**config.mk**
```make
export PLATFORM = sky130hd
export DESIGN_NAME = chip8_video_compositor_flat
export DESIGN_NICKNAME = d
export VERILOG_FILES = /design/src/rtl/chip8_video_pkg.sv /design/src/rtl/chip8_video_compositor_if.sv /design/src/rtl/pixel_delay_line.sv /design/src/rtl/chip8_video_compositor.sv /design/src/flat_wrapper.sv
export SDC_FILE = /design/constraint.sdc
export NUM_CORES = 1
export LEC_CHECK = 0
export BUFFER_PORTS_ARGS = -buffer_cell sky130_fd_sc_hd__buf_4
export CAP_MARGIN = 25
export CORE_UTILIZATION = 50
export DETAILED_ROUTE_END_ITERATION = 6
export GPL_ROUTABILITY_DRIVEN = 0
export PLACE_DENSITY = 0.88
export SYNTH_ARGS = -nofsm -noshare
export SYNTH_HDL_FRONTEND = slang
export SYNTH_SLANG_ARGS = --single-unit
```
**constraint.sdc**
```tcl
create_clock -name clk_in -period 2.85 [get_ports clk_in]
set_input_delay 0.285 -clock clk_in [delete_from_list [all_inputs] [get_ports clk_in]]
set_output_delay 0.285 -clock clk_in [all_outputs]
set_load 0.02 [all_outputs]
```
**src/rtl/chip8_video_pkg.sv**
```systemverilog
// Shared constants and types for the chip8 video compositor.
package chip8_video_pkg;

  localparam int CHIP8_W       = 64;
  localparam int CHIP8_H       = 32;
  localparam int HDMI_H_ACTIVE = 1280;
  localparam int HDMI_V_ACTIVE = 720;

  typedef enum logic {
    GRID  = 1'b0,
    FOCUS = 1'b1
  } layout_mode_t;

  // Per-pixel attributes carried alongside the framebuffer read.
  typedef struct packed {
    logic [2:0] channel;
    logic       in_tile;
    logic       border;
  } pipe_t;

  // Out-of-range focus requests land on the last populated instance.
  function automatic logic [2:0] clamp_focus(input logic [2:0] focus, input int n_chip8);
    if (int'(focus) >= n_chip8) begin
      return 3'(n_chip8 - 1);
    end
    return focus;
  endfunction

endpackage

```
**src/rtl/chip8_video_compositor_if.sv**
```systemverilog
// Bus between the HDMI timing side, the chip8_video units and the compositor.
interface chip8_video_compositor_if #(
  parameter int N_CHIP8 = 4
);
  logic [10:0]        hcount_in;
  logic [9:0]         vcount_in;
  logic               active_in;
  logic               mode_in;
  logic [2:0]         focus_in;
  logic [N_CHIP8-1:0] chip8_pixel_in;
  logic [5:0]         chip8_x_out;
  logic [4:0]         chip8_y_out;
  logic               hdmi_pixel_out;
  logic               hdmi_tile_out;
  logic               hdmi_border_out;
  logic [2:0]         hdmi_channel_out;

  // Timing generator / framebuffer side.
  modport master (
    output hcount_in, vcount_in, active_in, mode_in, focus_in, chip8_pixel_in,
    input  chip8_x_out, chip8_y_out, hdmi_pixel_out, hdmi_tile_out,
    input  hdmi_border_out, hdmi_channel_out
  );

  // Compositor side.
  modport slave (
    input  hcount_in, vcount_in, active_in, mode_in, focus_in, chip8_pixel_in,
    output chip8_x_out, chip8_y_out, hdmi_pixel_out, hdmi_tile_out,
    output hdmi_border_out, hdmi_channel_out
  );
endinterface

```
**src/rtl/pixel_delay_line.sv**
```systemverilog
// Fixed-depth shift register used to align pixel attributes with the framebuffer read.
module pixel_delay_line #(
  parameter int WIDTH = 1,
  parameter int DEPTH = 1
) (
  input  logic             clk_in,
  input  logic             rst_in,
  input  logic [WIDTH-1:0] din,
  output logic [WIDTH-1:0] dout
);

  logic [WIDTH-1:0] stage_reg [DEPTH];

  // Shift one stage per clock; reset flushes every stage to zero.
  always_ff @(posedge clk_in) begin
    if (rst_in) begin
      for (int i = 0; i < DEPTH; i++) begin
        stage_reg[i] <= '0;
      end
    end else begin
      stage_reg[0] <= din;
      for (int i = 1; i < DEPTH; i++) begin
        stage_reg[i] <= stage_reg[i-1];
      end
    end
  end

  assign dout = stage_reg[DEPTH-1];

endmodule

```
**src/rtl/chip8_video_compositor.sv**
```systemverilog
// Maps HDMI pixel requests onto N_CHIP8 64x32 framebuffers in a grid or focus layout.
module chip8_video_compositor
  import chip8_video_pkg::*;
#(
  parameter int N_CHIP8          = 4,
  parameter int GRID_COLS        = 2,
  parameter int GRID_SCALE_LOG2  = 3,
  parameter int FOCUS_SCALE_LOG2 = 4,
  parameter int X0               = 128,
  parameter int Y0               = 104,
  parameter int BORDER           = 4,
  parameter int READ_LATENCY     = 2
) (
  input  logic                      clk_in,
  input  logic                      rst_in,
  chip8_video_compositor_if.slave   bus
);

  typedef logic signed [11:0] coord_t;

  localparam int     GRID_ROWS = (N_CHIP8 + GRID_COLS - 1) / GRID_COLS;
  localparam coord_t GRID_W    = coord_t'((GRID_COLS * CHIP8_W) << GRID_SCALE_LOG2);
  localparam coord_t GRID_H    = coord_t'((GRID_ROWS * CHIP8_H) << GRID_SCALE_LOG2);
  localparam coord_t FOCUS_W   = coord_t'(CHIP8_W << FOCUS_SCALE_LOG2);
  localparam coord_t FOCUS_H   = coord_t'(CHIP8_H << FOCUS_SCALE_LOG2);
  localparam coord_t X0_C      = coord_t'(X0);
  localparam coord_t Y0_C      = coord_t'(Y0);
  localparam coord_t BORDER_C  = coord_t'(BORDER);

  layout_mode_t mode_reg;
  logic [2:0]   focus_reg;
  logic         frame_start;
  layout_mode_t mode_eff;
  logic [2:0]   focus_eff;

  coord_t       dx, dy, win_w, win_h;
  logic [11:0]  chan_wide;
  logic         inside_window, near_window;
  logic [5:0]   x_scaled, x_next, x_reg;
  logic [4:0]   y_scaled, y_next, y_reg;
  pipe_t        stage1_next, stage1_reg, delayed;
  logic [$bits(pipe_t)-1:0] delayed_bits;
  logic [7:0]   pix_ext;

  logic         pixel_reg, tile_reg, border_reg;
  logic [2:0]   channel_reg;

  // The frame-start pixel already uses the freshly captured layout.
  assign frame_start = (bus.hcount_in == 11'd0) && (bus.vcount_in == 10'd0);
  assign mode_eff    = frame_start ? layout_mode_t'(bus.mode_in) : mode_reg;
  assign focus_eff   = frame_start ? clamp_focus(bus.focus_in, N_CHIP8) : focus_reg;

  // Capture layout only at frame start so a frame never tears.
  always_ff @(posedge clk_in) begin
    if (rst_in) begin
      mode_reg  <= GRID;
      focus_reg <= 3'd0;
    end else if (frame_start) begin
      mode_reg  <= mode_eff;
      focus_reg <= focus_eff;
    end
  end

  // Window geometry, tile selection and framebuffer coordinates for this request.
  always_comb begin
    dx = coord_t'({1'b0, bus.hcount_in}) - X0_C;
    dy = coord_t'({2'b0, bus.vcount_in}) - Y0_C;
    if (mode_eff == FOCUS) begin
      win_w     = FOCUS_W;
      win_h     = FOCUS_H;
      chan_wide = {9'd0, focus_eff};
      x_scaled  = 6'(dx >>> FOCUS_SCALE_LOG2);
      y_scaled  = 5'(dy >>> FOCUS_SCALE_LOG2);
    end else begin
      win_w     = GRID_W;
      win_h     = GRID_H;
      chan_wide = 12'($unsigned(dy >>> (5 + GRID_SCALE_LOG2))) * 12'(GRID_COLS)
                + 12'($unsigned(dx >>> (6 + GRID_SCALE_LOG2)));
      x_scaled  = 6'(dx >>> GRID_SCALE_LOG2);
      y_scaled  = 5'(dy >>> GRID_SCALE_LOG2);
    end
    inside_window = (dx >= 12'sd0) && (dy >= 12'sd0) && (dx < win_w) && (dy < win_h);
    near_window   = (dx >= -BORDER_C) && (dy >= -BORDER_C) &&
                    (dx < win_w + BORDER_C) && (dy < win_h + BORDER_C);
    stage1_next.in_tile = bus.active_in && inside_window && (chan_wide < 12'(N_CHIP8));
    stage1_next.border  = bus.active_in && !inside_window && near_window;
    stage1_next.channel = stage1_next.in_tile ? 3'(chan_wide) : 3'd0;
    x_next              = stage1_next.in_tile ? x_scaled : 6'd0;
    y_next              = stage1_next.in_tile ? y_scaled : 5'd0;
  end

  // Stage 1: register the shared framebuffer request and pixel attributes.
  always_ff @(posedge clk_in) begin
    if (rst_in) begin
      x_reg      <= 6'd0;
      y_reg      <= 5'd0;
      stage1_reg <= '0;
    end else begin
      x_reg      <= x_next;
      y_reg      <= y_next;
      stage1_reg <= stage1_next;
    end
  end

  pixel_delay_line #(
    .WIDTH ($bits(pipe_t)),
    .DEPTH (READ_LATENCY)
  ) u_delay (
    .clk_in (clk_in),
    .rst_in (rst_in),
    .din    (stage1_reg),
    .dout   (delayed_bits)
  );

  assign delayed = pipe_t'(delayed_bits);
  assign pix_ext = 8'(bus.chip8_pixel_in);

  // Output stage: pick the addressed instance's pixel once the read has returned.
  always_ff @(posedge clk_in) begin
    if (rst_in) begin
      pixel_reg   <= 1'b0;
      tile_reg    <= 1'b0;
      border_reg  <= 1'b0;
      channel_reg <= 3'd0;
    end else begin
      pixel_reg   <= delayed.in_tile & pix_ext[delayed.channel];
      tile_reg    <= delayed.in_tile;
      border_reg  <= delayed.border;
      channel_reg <= delayed.channel;
    end
  end

  assign bus.chip8_x_out      = x_reg;
  assign bus.chip8_y_out      = y_reg;
  assign bus.hdmi_pixel_out   = pixel_reg;
  assign bus.hdmi_tile_out    = tile_reg;
  assign bus.hdmi_border_out  = border_reg;
  assign bus.hdmi_channel_out = channel_reg;

endmodule

```
**src/flat_wrapper.sv**
```systemverilog
// flat-port wrapper written by rule: the top's interface ports become plain ports
module chip8_video_compositor_flat import chip8_video_pkg::*;
#(
  parameter int N_CHIP8          = 4,
  parameter int GRID_COLS        = 2,
  parameter int GRID_SCALE_LOG2  = 3,
  parameter int FOCUS_SCALE_LOG2 = 4,
  parameter int X0               = 128,
  parameter int Y0               = 104,
  parameter int BORDER           = 4,
  parameter int READ_LATENCY     = 2
)
  (clk_in, rst_in, bus_hcount_in, bus_vcount_in, bus_active_in, bus_mode_in, bus_focus_in, bus_chip8_pixel_in, bus_chip8_x_out, bus_chip8_y_out, bus_hdmi_pixel_out, bus_hdmi_tile_out, bus_hdmi_border_out, bus_hdmi_channel_out);
  chip8_video_compositor_if #(.N_CHIP8(N_CHIP8)) bus_i ();
  input  logic clk_in;
  input  logic rst_in;
  input wire logic [$bits(bus_i.hcount_in)-1:0] bus_hcount_in;
  input wire logic [$bits(bus_i.vcount_in)-1:0] bus_vcount_in;
  input wire logic [$bits(bus_i.active_in)-1:0] bus_active_in;
  input wire logic [$bits(bus_i.mode_in)-1:0] bus_mode_in;
  input wire logic [$bits(bus_i.focus_in)-1:0] bus_focus_in;
  input wire logic [$bits(bus_i.chip8_pixel_in)-1:0] bus_chip8_pixel_in;
  output wire logic [$bits(bus_i.chip8_x_out)-1:0] bus_chip8_x_out;
  output wire logic [$bits(bus_i.chip8_y_out)-1:0] bus_chip8_y_out;
  output wire logic [$bits(bus_i.hdmi_pixel_out)-1:0] bus_hdmi_pixel_out;
  output wire logic [$bits(bus_i.hdmi_tile_out)-1:0] bus_hdmi_tile_out;
  output wire logic [$bits(bus_i.hdmi_border_out)-1:0] bus_hdmi_border_out;
  output wire logic [$bits(bus_i.hdmi_channel_out)-1:0] bus_hdmi_channel_out;
  assign bus_i.hcount_in = bus_hcount_in;
  assign bus_i.vcount_in = bus_vcount_in;
  assign bus_i.active_in = bus_active_in;
  assign bus_i.mode_in = bus_mode_in;
  assign bus_i.focus_in = bus_focus_in;
  assign bus_i.chip8_pixel_in = bus_chip8_pixel_in;
  assign bus_chip8_x_out = bus_i.chip8_x_out;
  assign bus_chip8_y_out = bus_i.chip8_y_out;
  assign bus_hdmi_pixel_out = bus_i.hdmi_pixel_out;
  assign bus_hdmi_tile_out = bus_i.hdmi_tile_out;
  assign bus_hdmi_border_out = bus_i.hdmi_border_out;
  assign bus_hdmi_channel_out = bus_i.hdmi_channel_out;
  chip8_video_compositor #(.N_CHIP8(N_CHIP8), .GRID_COLS(GRID_COLS), .GRID_SCALE_LOG2(GRID_SCALE_LOG2), .FOCUS_SCALE_LOG2(FOCUS_SCALE_LOG2), .X0(X0), .Y0(Y0), .BORDER(BORDER), .READ_LATENCY(READ_LATENCY)) u_core (.clk_in(clk_in), .rst_in(rst_in), .bus(bus_i));
endmodule
```
; Word-level counts from Yosys, hierarchy flattened
; Memory sizes are Yosys's and may differ from the RTL's.
; Cells that the tools add are included.
[classes]
addsub = 3
n_lt_le_gt_ge = 11
n_mux = 15
bitwise = 4
reduce_logical = 15
[ops]
columns = op, n
row1 = $lt A12 B12 Y1 const B, 2
row2 = $lt A11 B11 Y1 const B, 2
row3 = $mux W5, 3
row4 = $ge A12 B1 Y1 const B, 1
row5 = $ge A12 B3 Y1 const B, 1
row6 = $lt A12 B3 Y1 const B, 1
row7 = $mux W12, 1
row8 = $sub A11 B8 Y12 const B, 1
row9 = $ge A11 B1 Y1 const B, 1
row10 = $ge A11 B3 Y1 const B, 1
row11 = $logic_and A1 B1 Y1, 11
row12 = $logic_not A11 Y1, 1
row13 = $sub A10 B7 Y11 const B, 1
row14 = $logic_not A10 Y1, 1
row15 = $mux W3, 3
row16 = $mux W1, 6
row17 = $mux W6, 1
row18 = $add A4 B3 Y5, 1
row19 = $lt A3 B4 Y1 const B, 1
row20 = $bmux W1 S3, 1
row21 = $ge A3 B3 Y1 const B, 1
row22 = $or A1 B1 Y1, 2
row23 = $reduce_or A2 Y1, 1
row24 = $and A1 B1 Y1, 1
row25 = 2 further kinds, 2
[totals]
register_bits = 26
ramBits = 10
in_bits = 32
memories = 1
[mem_list]
columns = memory, words, width, read_ports, rd_clocked_by_memory_dff, wr, line_no
row1 = u_core.u_delay.stage_reg, 2, 5, 2, 0, 2, pixel_delay_line.sv:12  ; logic [WIDTH-1:0] stage_reg [DEPTH];

; Longest topological paths before layout
; Gate-level depths: netlist of run 1.
[logic_depth]
word_depth = 9
mapped_depth = 12
ltp_nobuf = 11

; Modules after synthesis
; A second synthesis of run 1 with hierarchy kept.
[unflattened]
hier_cells = 189
area_unflattened_um2 = 1756.7
[by_module_without_submodules]
columns = module, instances, cells_each, area_each_um2
row1 = chip8_video_compositor, 1, 164, 1456.4
row2 = pixel_delay_line, 1, 25, 300.3

; Worst setup path after synthesis of run 1
; No wires, ideal clock.
[synth_timing]
kind = input to register
startpoint = in bus_hcount_in[7]
endpoint = reg u_core.y_reg[3], in the netlist u_core.bus.chip8_y_out[3]
setup_time_ns = 0.073
t_arrival_ns = 2.547
required_time_ns = 2.777
path_slack_ns = 0.230
stages = 10
path_buffers = 1
cell_sequence = inv_1 -> ha_1 -> nor3b_1 -> inv_1 -> fa_1 -> or4bb_1 -> o31ai_1 -> o221ai_2 -> buf_6 -> nor3_2
[synth_via]
elab_chain_cells = 9
word_cells_on_any_way = 18
[synth_rtl]
columns = element, line_no
row1 = from (decl), flat_wrapper.sv:17  ; input wire logic [$bits(bus_i.hcount_in)-1:0] bus_hcount_in;
row2 = branches (longest 9 deep; another with $sub A11 B8 Y12), n/a
row3 = to (signal assigned), chip8_video_compositor.sv:100  ; y_reg <= y_next;
row4 = to (decl), chip8_video_compositor.sv:40  ; logic [4:0] y_scaled, y_next, y_reg;
; Parallel ways; which one is timed is not known.
; A chain may end at the register's enable or synchronous reset.

; Worst setup path after layout of run 1
[layout_timing]
startpoint = in bus_vcount_in[3]
endpoint = reg u_core.x_reg[1], in the netlist u_core.bus.chip8_x_out[1]
[layout_via]
elab_chain_cells = 9
word_cells_on_any_way = 18
[layout_rtl]
columns = element, line_no
row1 = from (decl), flat_wrapper.sv:18  ; input wire logic [$bits(bus_i.vcount_in)-1:0] bus_vcount_in;
row2 = branches (longest 9 deep; another with $lt A12 B3 Y1), n/a
row3 = to (signal assigned), chip8_video_compositor.sv:99  ; x_reg <= x_next;
row4 = to (decl), chip8_video_compositor.sv:39  ; logic [5:0] x_scaled, x_next, x_reg;
; Parallel ways; which one is timed is not known.

==> results of run 1 <==
worst min path at each step:
stage                                              start                        end  cells past startpoint  slack [ns]
final                                   bus_hcount_in[7]  u_core.bus.chip8_x_out[3]                      2        0.18
after global routing                    bus_hcount_in[7]  u_core.bus.chip8_x_out[3]                      2        0.17
after CTS                               bus_hcount_in[7]  u_core.bus.chip8_x_out[3]                      2        0.17
after detailed placement  u_core.u_delay.stage_reg[0][9]  u_core.bus.hdmi_pixel_out                      1        0.42
after global placement    u_core.u_delay.stage_reg[0][9]  u_core.bus.hdmi_pixel_out                      1        0.40
after floorplan                         bus_hcount_in[7]  u_core.bus.chip8_x_out[3]                      1        0.38
critical path: cells and delay by family:
kind / cells / cell delay (ns)
buf+inv: 3 / 0.43
fa+ha+maj: 2 / 0.68
xor+xnor: 1 / 0.19
simple gates: 3 / 0.61
compound gates: 3 / 0.68
power by group through the flow:
| stage | logic (uW) | clock network, uW | registers (uW) |
|---|---|---|---|
| 3_5_place_dp | 152 | 0 | 523 |
| 2_1_floorplan | 73.3 | 0 | 527 |
| 5_1_grt | 170 | 384 | 513 |
| 4_1_cts | 152 | 356 | 512 |
| 6_report | 152 | 349 | 512 |
| 3_3_place_gp | 147 | 0 | 523 |
Yosys cell counts (all sizes together) (2+ instances only):
cell type and n:
inv 10, mux2 2, dfxtp 36, xnor2 2, nor4 2, a21oi 3, mux2i 5, clkbuf 3
nand3 2, ha 6, nand2 10, nor2 25, xor2 5, o21ai 2, nor3 7, nor2b 19
o211a 2, buf 2, a211oi 9, nand3b 2, nor3b 2
final cells by class:
class                   instances  share of cell area (%)
multi-input cells             124                    39.4
inverters                      10                    1.71
flip-flops and latches         36                    32.9
clock inverters                 3                    1.94
clock buffers                   5                    1.71
repair buffers                 58                    19.9
well taps                      44                    2.51
kinds of logic after synthesis:
| family | count (synthesis) | synth area share, % |
|---|---|---|
| compound gates | 25 | 11.9 |
| xor+xnor | 7 | 3.71 |
| fa+ha+maj | 7 | 5.76 |
| buf+inv | 15 | 4.09 |
| flops | 36 | 43.6 |
| mux | 7 | 4.62 |
| other cells | 1 | 0.227 |
| simple gates | 77 | 26.1 |
layer usage:
metal | part of all wire, % | vias to the layer above | track usage, %
li1 | - | 722 | -
met1 | 45 | 618 | 28.9
met2 | 46 | 57 | 37.4
met3 | 7.1 | 10 | 6.11
met4 | 1.1 | 0 | 7.14
met5 | 0 | - | 0
stage by stage:
| stage | std cells | util (%) | worst slack (ns) |
|---|---|---|---|
| global route | 280 | 70.6 | 0.00156 |
| CTS | 280 | 70.6 | 0.249 |
| finish | 280 | 70.6 | 0.242 |
| global placement | 272 | 68.1 | 0.00447 |
| floorplan | 175 | - | 0.230 |
| detailed placement | 272 | 68.1 | -0.107 |
==> results.json, run 1 <==
{
  "holdWs_ns": 0.177,
  "final_common_cell": "buf_4",
  "tightest_slew_ns": 0.620,
  "numPortBuffers": 48,
  "initial_core_util_pct": 53.2,
  "dpl.hpwl_mm": 2.78,
  "synth.area.top_cells": "dfxtp_1 44%, nor2b_1 7.2%, nor2_1 5.7%",
  "ios": 49,
  "multiInputGateArea_um2": 863,
  "die_x_um": 59.5,
  "grt_max_degree": 21,
  "synth_top_area_share_pct": 43.6,
  "antenna_cells": 0,
  "setup_viol": 0,
  "cp-end-kind": "register",
  "cp-start-kind": "primary input",
  "seq_power_share_pct": 50.5,
  "crit_path_start": "bus_vcount_in[3]",
  "max_stage_delay_ns": 0.48,
  "final_cell_mix": "58 x buf_4, 36 x dfxtp_1, 25 x nor2_1, 19 x nor2b_1",
  "fillCellCount": 261,
  "ant_nets": 0,
  "cts_root_buf": "clkbuf_4",
  "finalClockSkew_ns": 0.00754,
  "status": "completed",
  "reg2reg_to": "u_core.bus.chip8_x_out[1]",
  "final_hold_viol_count": 0,
  "p_switching_uw": 243,
  "cts_tree": "built",
  "syn-num-nets": 214,
  "switching_share_pct": 24.0,
  "finalWirelength_mm": 3.48,
  "syn_to_final_growth_pct": 32.7,
  "antenna_found_initial": 0,
  "power_density_mw_per_mm2": 462,
  "firstDrtPassIters": 4,
  "ctsResizeCount": 0,
  "grt.total_usage_pct": 22.8,
  "reg2regPathDepth": 4,
  "power_frac_clock_pct": 34.5,
  "tns_ns": 0,
  "postCtsHoldBufs": 0,
  "clk_pin_slew_ns": 0.11,
  "fmax_ghz": 0.383,
  "slowest_stage": "fa_1",
  "stdcell_area_mm2": 0.00219,
  "hold_class": "in -> reg",
  "cp.required_ns": 3.12,
  "cts.sinks": 36,
  "yosysWarnings": 0,
  "die_area_mm2": 0.00354,
  "worst-setup-path-type": "in -> reg",
  "cp-endpoint": "u_core.bus.chip8_x_out[1]",
  "cp_max_fo": 12,
  "viasPerCell": 5.03,
  "htreeDepth": 2,
  "largest_reg_flops": 10,
  "place_area_mm2": 0.00211,
  "syn_avg_cell_area_um2": 9.44,
  "synthesis.instances": 175,
  "grt_pass1_wl_mm": 5.99,
  "finalCritPeriodShare_pct": 91.5,
  "vias": 1407,
  "drcViolationCount": 0,
  "grt_overflow": 0,
  "ys_ff_latch": 36,
  "async_flop_share_pct": 0,
  "fp.coreArea_mm2": 0.00310,
  "leakagePower_uw": 0.000962,
  "irDropWorstVdd_v": 0.000366,
  "grt_pass1_vias": 1374,
  "maxCapViolations": 0,
  "combinationalPowerShare_pct": 15.0,
  "r2r-start": "u_core.mode_reg",
  "power.total_uw": 1010,
  "netlist_area_mm2": 0.00165,
  "rsz0062_at_grt": "no",
  "yosysSeqAreaShare_pct": 43.6,
  "synth_cell_type_count": 45,
  "synth_edf_count": 0,
  "drive_gt1_share_pct": 31.8,
  "post-cts-setup-buffers": 0,
  "fin_crit_ns": 2.61,
  "ys.flop_type": "dfxtp_1",
  "internal-power_uw": 769,
  "arrival_ns": 2.88,
  "drtIter0Drc": 70,
  "slew_headroom_pct": 57.5,
  "die_height_um": 59.5,
  "nNetsFinal": 274,
  "cts-buffers-inserted": 5,
  "clock_latency_ns": 0.33,
  "seqCellArea_um2": 721,
  "wl_per_cell_um": 12.4,
  "yosys.area.top_type": "dfxtp_1",
  "crit_path_cell_trace": "buf_4 > o211a_1 > nor2_1 > xor2_1 > ha_1 > inv_1 > fa_1 > or4bb_1 > o31ai_1 > o221ai_2 > buf_4 > nor2_1",
  "ff2ff_setup_slack_ns": 1.06,
  "cts_buffer_depth": 2,
  "rows": 20,
  "drv_slew": 0
}
No activity file was read; power rests on OpenSTA's default activity.
==> run 2: changes to the inputs <==
--- a/config.mk
+++ b/config.mk
@@ -5,12 +5,13 @@
 export SDC_FILE = /design/constraint.sdc
 export NUM_CORES = 1
 export LEC_CHECK = 0
+export ABC_AREA = 1
 export BUFFER_PORTS_ARGS = -buffer_cell sky130_fd_sc_hd__buf_4
 export CAP_MARGIN = 25
-export CORE_UTILIZATION = 50
+export CORE_UTILIZATION = 53
 export DETAILED_ROUTE_END_ITERATION = 6
 export GPL_ROUTABILITY_DRIVEN = 0
-export PLACE_DENSITY = 0.88
+export PLACE_DENSITY = 0.89
 export SYNTH_ARGS = -nofsm -noshare
 export SYNTH_HDL_FRONTEND = slang
 export SYNTH_SLANG_ARGS = --single-unit
==> run 2 against run 1 <==
Cell count grew 36%. Area after synthesis increased by 22%. Non-clock buffer count is 10 lower. Utilization down 2.6 points. Synthesized cell count grew 61%. First-iteration DRC count is 54% higher. Worst setup slack better by 0.44 ns. Combinational power rose by 14%. Clock power barely moved. Design area rose by 14%.
==> results.json, run 2 <==
{
  "status": "completed",
  "async_flop_share_pct": 0,
  "synthesis.instances": 281,
  "clock_latency_ns": 0.29,
  "irDropWorstVdd_v": 0.000252,
  "cts.sinks": 36,
  "wl_per_cell_um": 10.5,
  "die_x_um": 63.6,
  "final_common_cell": "nand2_1",
  "antenna_found_initial": 0,
  "fillCellCount": 317,
  "synth_edf_count": 0,
  "grt.total_usage_pct": 21.6,
  "syn_avg_cell_area_um2": 7.16,
  "numPortBuffers": 48,
  "slowest_stage": "fa_1",
  "yosysMostFrequentCell": "nand2_1",
  "final_util_pct": 68.0,
  "seqCellArea_um2": 721,
  "worst-setup-path-type": "in -> reg",
  "dpl.hpwl_mm": 3.15,
  "rsz0062_at_grt": "no",
  "hold_class": "in -> reg",
  "postCtsHoldBufs": 0,
  "yosysSeqAreaShare_pct": 35.8,
  "post-cts-setup-buffers": 0,
  "cp.buffers_inverters": 4,
  "holdWs_ns": 0.260,
  "drtIter0Drc": 108,
  "multiInputGateArea_mm2": 0.00105,
  "finalWirelength_mm": 4.00,
  "largest_reg_flops": 10,
  "die_height_um": 63.6,
  "drive_gt1_share_pct": 29.1,
  "fin_crit_ns": 2.16,
  "vias": 1773,
  "grt_pass1_wl_mm": 6.71,
  "critPathTopFamily": "simple AND/OR/NAND/NOR gates",
  "fmax_ghz": 0.462,
  "nNetsFinal": 371,
  "initial_core_util_pct": 55.0,
  "power_density_mw_per_mm2": 415,
  "syn_to_final_growth_pct": 23.8,
  "critical_path.most_common_cell": "inv_1",
  "firstDrtPassIters": 4,
  "cts_buffer_depth": 2,
  "arrival_ns": 2.34,
  "drv_slew": 0,
  "netlist_area_mm2": 0.00201,
  "cp-end-kind": "register",
  "clk_pin_slew_ns": 0.07,
  "cts-buffers-inserted": 5,
  "setup_viol": 0,
  "crit_path_cell_trace": "buf_4 > inv_1 > nand2_1 > nand3_1 > nand2_1 > xnor2_1 > ha_1 > inv_1 > fa_1 > inv_1 > nor2_1 > o211ai_1 > nand2_2 > nand2_4 > nor2_1",
  "drcViolationCount": 0,
  "syn-num-nets": 320,
  "antenna_cells": 0,
  "synth.area.top_cells": "dfxtp_1 36%, nand2_1 12%, inv_1 9.1%",
  "maxCapViolations": 0,
  "max_stage_delay_ns": 0.35,
  "final_cell_mix": "64 x nand2_1, 49 x inv_1, 48 x buf_4, 39 x nor2_1, 36 x dfxtp_1",
  "finalClockSkew_ns": 0.00276,
  "cp.required_ns": 3.02,
  "tns_ns": 0,
  "htreeDepth": 2,
  "grt_overflow": 0,
  "yosysWarnings": 0,
  "cts_root_buf": "clkbuf_8",
  "synth_top_area_share_pct": 35.8,
  "rows": 22,
  "ys.flop_type": "dfxtp_1",
  "die_area_mm2": 0.00405,
  "synth_common_cells": "64 x nand2_1, 49 x inv_1, 39 x nor2_1, 36 x dfxtp_1, 19 x nand3_1",
  "fp.coreArea_mm2": 0.00366,
  "cts_tree": "built",
  "viasPerCell": 4.65,
  "power.total_uw": 1030,
  "ys_ff_latch": 36,
  "synth_cell_type_count": 35,
  "cp_max_fo": 14,
  "yosys.area.top_type": "dfxtp_1",
  "grt_max_degree": 20,
  "cp-start-kind": "primary input",
  "finalCritPeriodShare_pct": 75.9,
  "ant_nets": 0,
  "ios": 49,
  "final_hold_viol_count": 0,
  "grt_pass1_vias": 1662,
  "leakagePower_uw": 0.00138,
  "ctsResizeCount": 0
}
run 2: through the flow:
step | worst slack, ns | area (um^2) | cells
final | 0.687 | 2490 | 381
after floorplan | 0.726 | 2010 | 281
after CTS | 0.708 | 2490 | 381
after global routing | 0.461 | 2490 | 381
after detailed placement | 0.395 | 2400 | 373
after global placement | 0.521 | 2400 | 373
run 2: routing by layer:
metal | GRT usage [%] | vias up | wire (um)
met4 | 10.8 | 0 | 110
met2 | 37.2 | 51 | 1990
met3 | 5.43 | 9 | 194
met1 | 24.4 | 773 | 1710
met5 | 0 | - | 0
li1 | - | 940 | -
run 2: final timing paths:
check | cells after the start | slack (ns) | to | from
hold reg to reg | 2 | 0.41 | u_core.bus.hdmi_border_out | u_core.u_delay.stage_reg[0][5]
setup reg to reg | 6 | 1.74 | u_core.stage1_reg[3] | u_core.mode_reg
setup / recovery | 15 | 0.69 | u_core.stage1_reg[3] | bus_vcount_in[3]
hold / removal | 3 | 0.26 | u_core.bus.hdmi_pixel_out | bus_chip8_pixel_in[0]
run 2: report_power, final:
group / internal, uW / total (uW) / switching, uW / leakage (uW)
clock: 170 / 349 / 179 / 0.0000479
combinational: 73.6 / 173 / 99.5 / 0.00105
sequential: 509 / 511 / 1.63 / 0.000291
run 2: cell families after synthesis:
| logic type | synth area share, % |
|---|---|
| simple gates | 42.9 |
| buf+inv | 12.1 |
| flops | 35.8 |
| compound gates | 2.92 |
| fa+ha+maj | 4.73 |
| xor+xnor | 1.31 |
| other cells | 0.186 |
run 2: area by class of cell:
class | instances | area share, %
clock buffers | 5 | 2.76
clock inverters | 3 | 0.754
inverters | 57 | 8.59
multi-input cells | 184 | 42.1
flip-flops and latches | 36 | 28.9
well taps | 48 | 2.41
repair buffers | 48 | 14.5
run 2: tightest hold or removal path, cell delays in order:
cell,delay (ns)
buf_4,0.11
nand2_1,0.05
a221oi_1,0.06
==> run 3: changes to the inputs <==
--- a/config.mk
+++ b/config.mk
@@ -5,13 +5,13 @@
 export SDC_FILE = /design/constraint.sdc
 export NUM_CORES = 1
 export LEC_CHECK = 0
-export ABC_AREA = 1
+export ABC_AREA = 0
 export BUFFER_PORTS_ARGS = -buffer_cell sky130_fd_sc_hd__buf_4
 export CAP_MARGIN = 25
-export CORE_UTILIZATION = 53
+export CORE_UTILIZATION = 50
 export DETAILED_ROUTE_END_ITERATION = 6
 export GPL_ROUTABILITY_DRIVEN = 0
-export PLACE_DENSITY = 0.89
+export PLACE_DENSITY = 0.88
 export SYNTH_ARGS = -nofsm -noshare
 export SYNTH_HDL_FRONTEND = slang
 export SYNTH_SLANG_ARGS = --single-unit
==> constraint.sdc (replaced) <==
create_clock -name clk_in -period 2.1 [get_ports clk_in]
set_input_delay 0.21 -clock clk_in [delete_from_list [all_inputs] [get_ports clk_in]]
set_output_delay 0.21 -clock clk_in [all_outputs]
set_load 0.02 [all_outputs]
==> run 3 against run 2 <==
The run now ends with setup timing left. Cell count is 20% lower. Via count fell by 11%. Die area is 13% lower. Highest routed layer unchanged.
==> results.json, run 3 (synthesized netlist as in run 1, its figures left out) <==
{
  "status": "complete, but fails checks",
  "failed_checks": "setup timing",
  "firstDrtPassIters": 4,
  "cts.sinks": 36,
  "antenna_found_initial": 0,
  "drcViolationCount": 0,
  "grt.total_usage_pct": 24.2,
  "antenna_cells": 0,
  "grt_pass1_vias": 1496,
  "clock_latency_ns": 0.33,
  "drtIter0Drc": 54,
  "cp.required_ns": 2.35,
  "clk_pin_slew_ns": 0.11,
  "tns_ns": -4.72,
  "worst-setup-path-type": "in -> reg",
  "irDropWorstVdd_v": 0.000367,
  "holdWs_ns": 0.135,
  "cts_root_buf": "clkbuf_4",
  "tightest_slew_ns": 0.525,
  "largest_reg_flops": 10,
  "drv_slew": 0,
  "dpl.hpwl_mm": 2.98,
  "final_cell_mix": "78 x buf_4, 36 x dfxtp_1, 22 x nor2_1, 19 x nor2b_1, 10 x nand2_1",
  "finalCritPeriodShare_pct": 119,
  "cts-buffers-inserted": 5,
  "syn_to_final_growth_pct": 48.1,
  "postCtsHoldBufs": 0,
  "final_hold_viol_count": 0,
  "fin_crit_ns": 2.50,
  "initial_core_util_pct": 53.2,
  "cp-start-kind": "primary input",
  "die_height_um": 59.5,
  "arrival_ns": 2.76,
  "fillCellCount": 220,
  "grt_pass1_wl_mm": 6.39,
  "rows": 20,
  "vias": 1573,
  "wl_per_cell_um": 14.3,
  "die_x_um": 59.5,
  "finalWirelength_mm": 4.37,
  "fmax_ghz": 0.400,
  "rsz0062_at_grt": "yes",
  "ant_nets": 0,
  "viasPerCell": 5.16,
  "slew_headroom_pct": 64.9,
  "cts_tree": "built",
  "nNetsFinal": 299,
  "leakagePower_uw": 0.00108,
  "grt_overflow": 0,
  "maxCapViolations": 0,
  "setup_viol": 14,
  "die_area_mm2": 0.00354,
  "finalClockSkew_ns": 0.0105,
  "power.total_uw": 1350,
  "htreeDepth": 2,
  "grt_max_degree": 21,
  "ios": 49,
  "cp_max_fo": 7,
  "numPortBuffers": 48,
  "drive_gt1_share_pct": 42.9,
  "power_density_mw_per_mm2": 552,
  "cts_buffer_depth": 2,
  "cp-end-kind": "register",
  "fin_ws_ns": -0.402,
  "fp.coreArea_mm2": 0.00310,
  "final_common_cell": "buf_4",
  "hold_class": "in -> reg"
}
run 3: area by class of cell:
| cell class | count | area (um^2) | share of cell area, % |
|---|---|---|---|
| sequential | 36 | 721 | 29.5 |
| tap | 44 | 55.1 | 2.25 |
| multi-input combinational | 124 | 925 | 37.8 |
| clock buffer | 7 | 55.1 | 2.25 |
| clock inverter | 1 | 7.51 | 0.307 |
| inverter | 10 | 37.5 | 1.53 |
| timing repair buffer | 83 | 646 | 26.4 |
run 3: routing by layer:
layer,GRT usage [%],routed length (um),up-vias
met2,44.3,2340,62
li1,-,-,771
met1,27.0,1700,728
met3,6.77,239,12
met5,0,0,-
met4,6.80,93,0
run 3: final timing paths:
kind	start	to	slack [ns]	depth (start not counted)
max	bus_vcount_in[3]	u_core.bus.chip8_x_out[4]	-0.40	12
min	bus_hcount_in[5]	u_core.bus.chip8_x_out[2]	0.14	3
max reg2reg	u_core.mode_reg	u_core.bus.chip8_y_out[1]	0.45	4
min reg2reg	u_core.u_delay.stage_reg[0][9]	u_core.bus.hdmi_pixel_out	0.42	1
run 3: worst max-delay path: stages:
cell and delay [ns]:
buf_8 0.10, o211a_1 0.24, nor2_2 0.10, xor2_1 0.21, ha_2 0.23, inv_2 0.04, fa_1 0.51, or4bb_4 0.49
o31ai_4 0.09, o221ai_4 0.19, buf_4 0.18, a211oi_2 0.16
run 3: timing repair:
| item | CTS | global route |
|---|---|---|
| endpoints found under the setup margin | 14 | 14 |
| buffers inserted | 4 | 3 |
| pin swaps | 5 | 3 |
| gates resized for setup | 10 | 10 |
| endpoints found under the hold margin | 0 | 0 |
| gates cloned | 0 | 0 |
run 3: power breakdown:
| group | total [uW] | switching [uW] | internal [uW] |
|---|---|---|---|
| sequential | 695 | 2.66 | 692 |
| clock | 379 | 215 | 164 |
| combinational | 276 | 131 | 145 |
| total | 1350 | 349 | 1000 |
run 3: metrics by stage:
stage / area (um^2) / utilization (%) / setup slack, ns / instances
6_report: 2450 / 78.8 / -0.402 / 305
5_1_grt: 2450 / 78.8 / -0.459 / 305
4_1_cts: 2390 / 76.9 / -0.312 / 302
3_5_place_dp: 2250 / 72.6 / -0.771 / 290
3_3_place_gp: 2250 / 72.6 / -0.665 / 290
2_1_floorplan: 1660 / - / -0.374 / 175
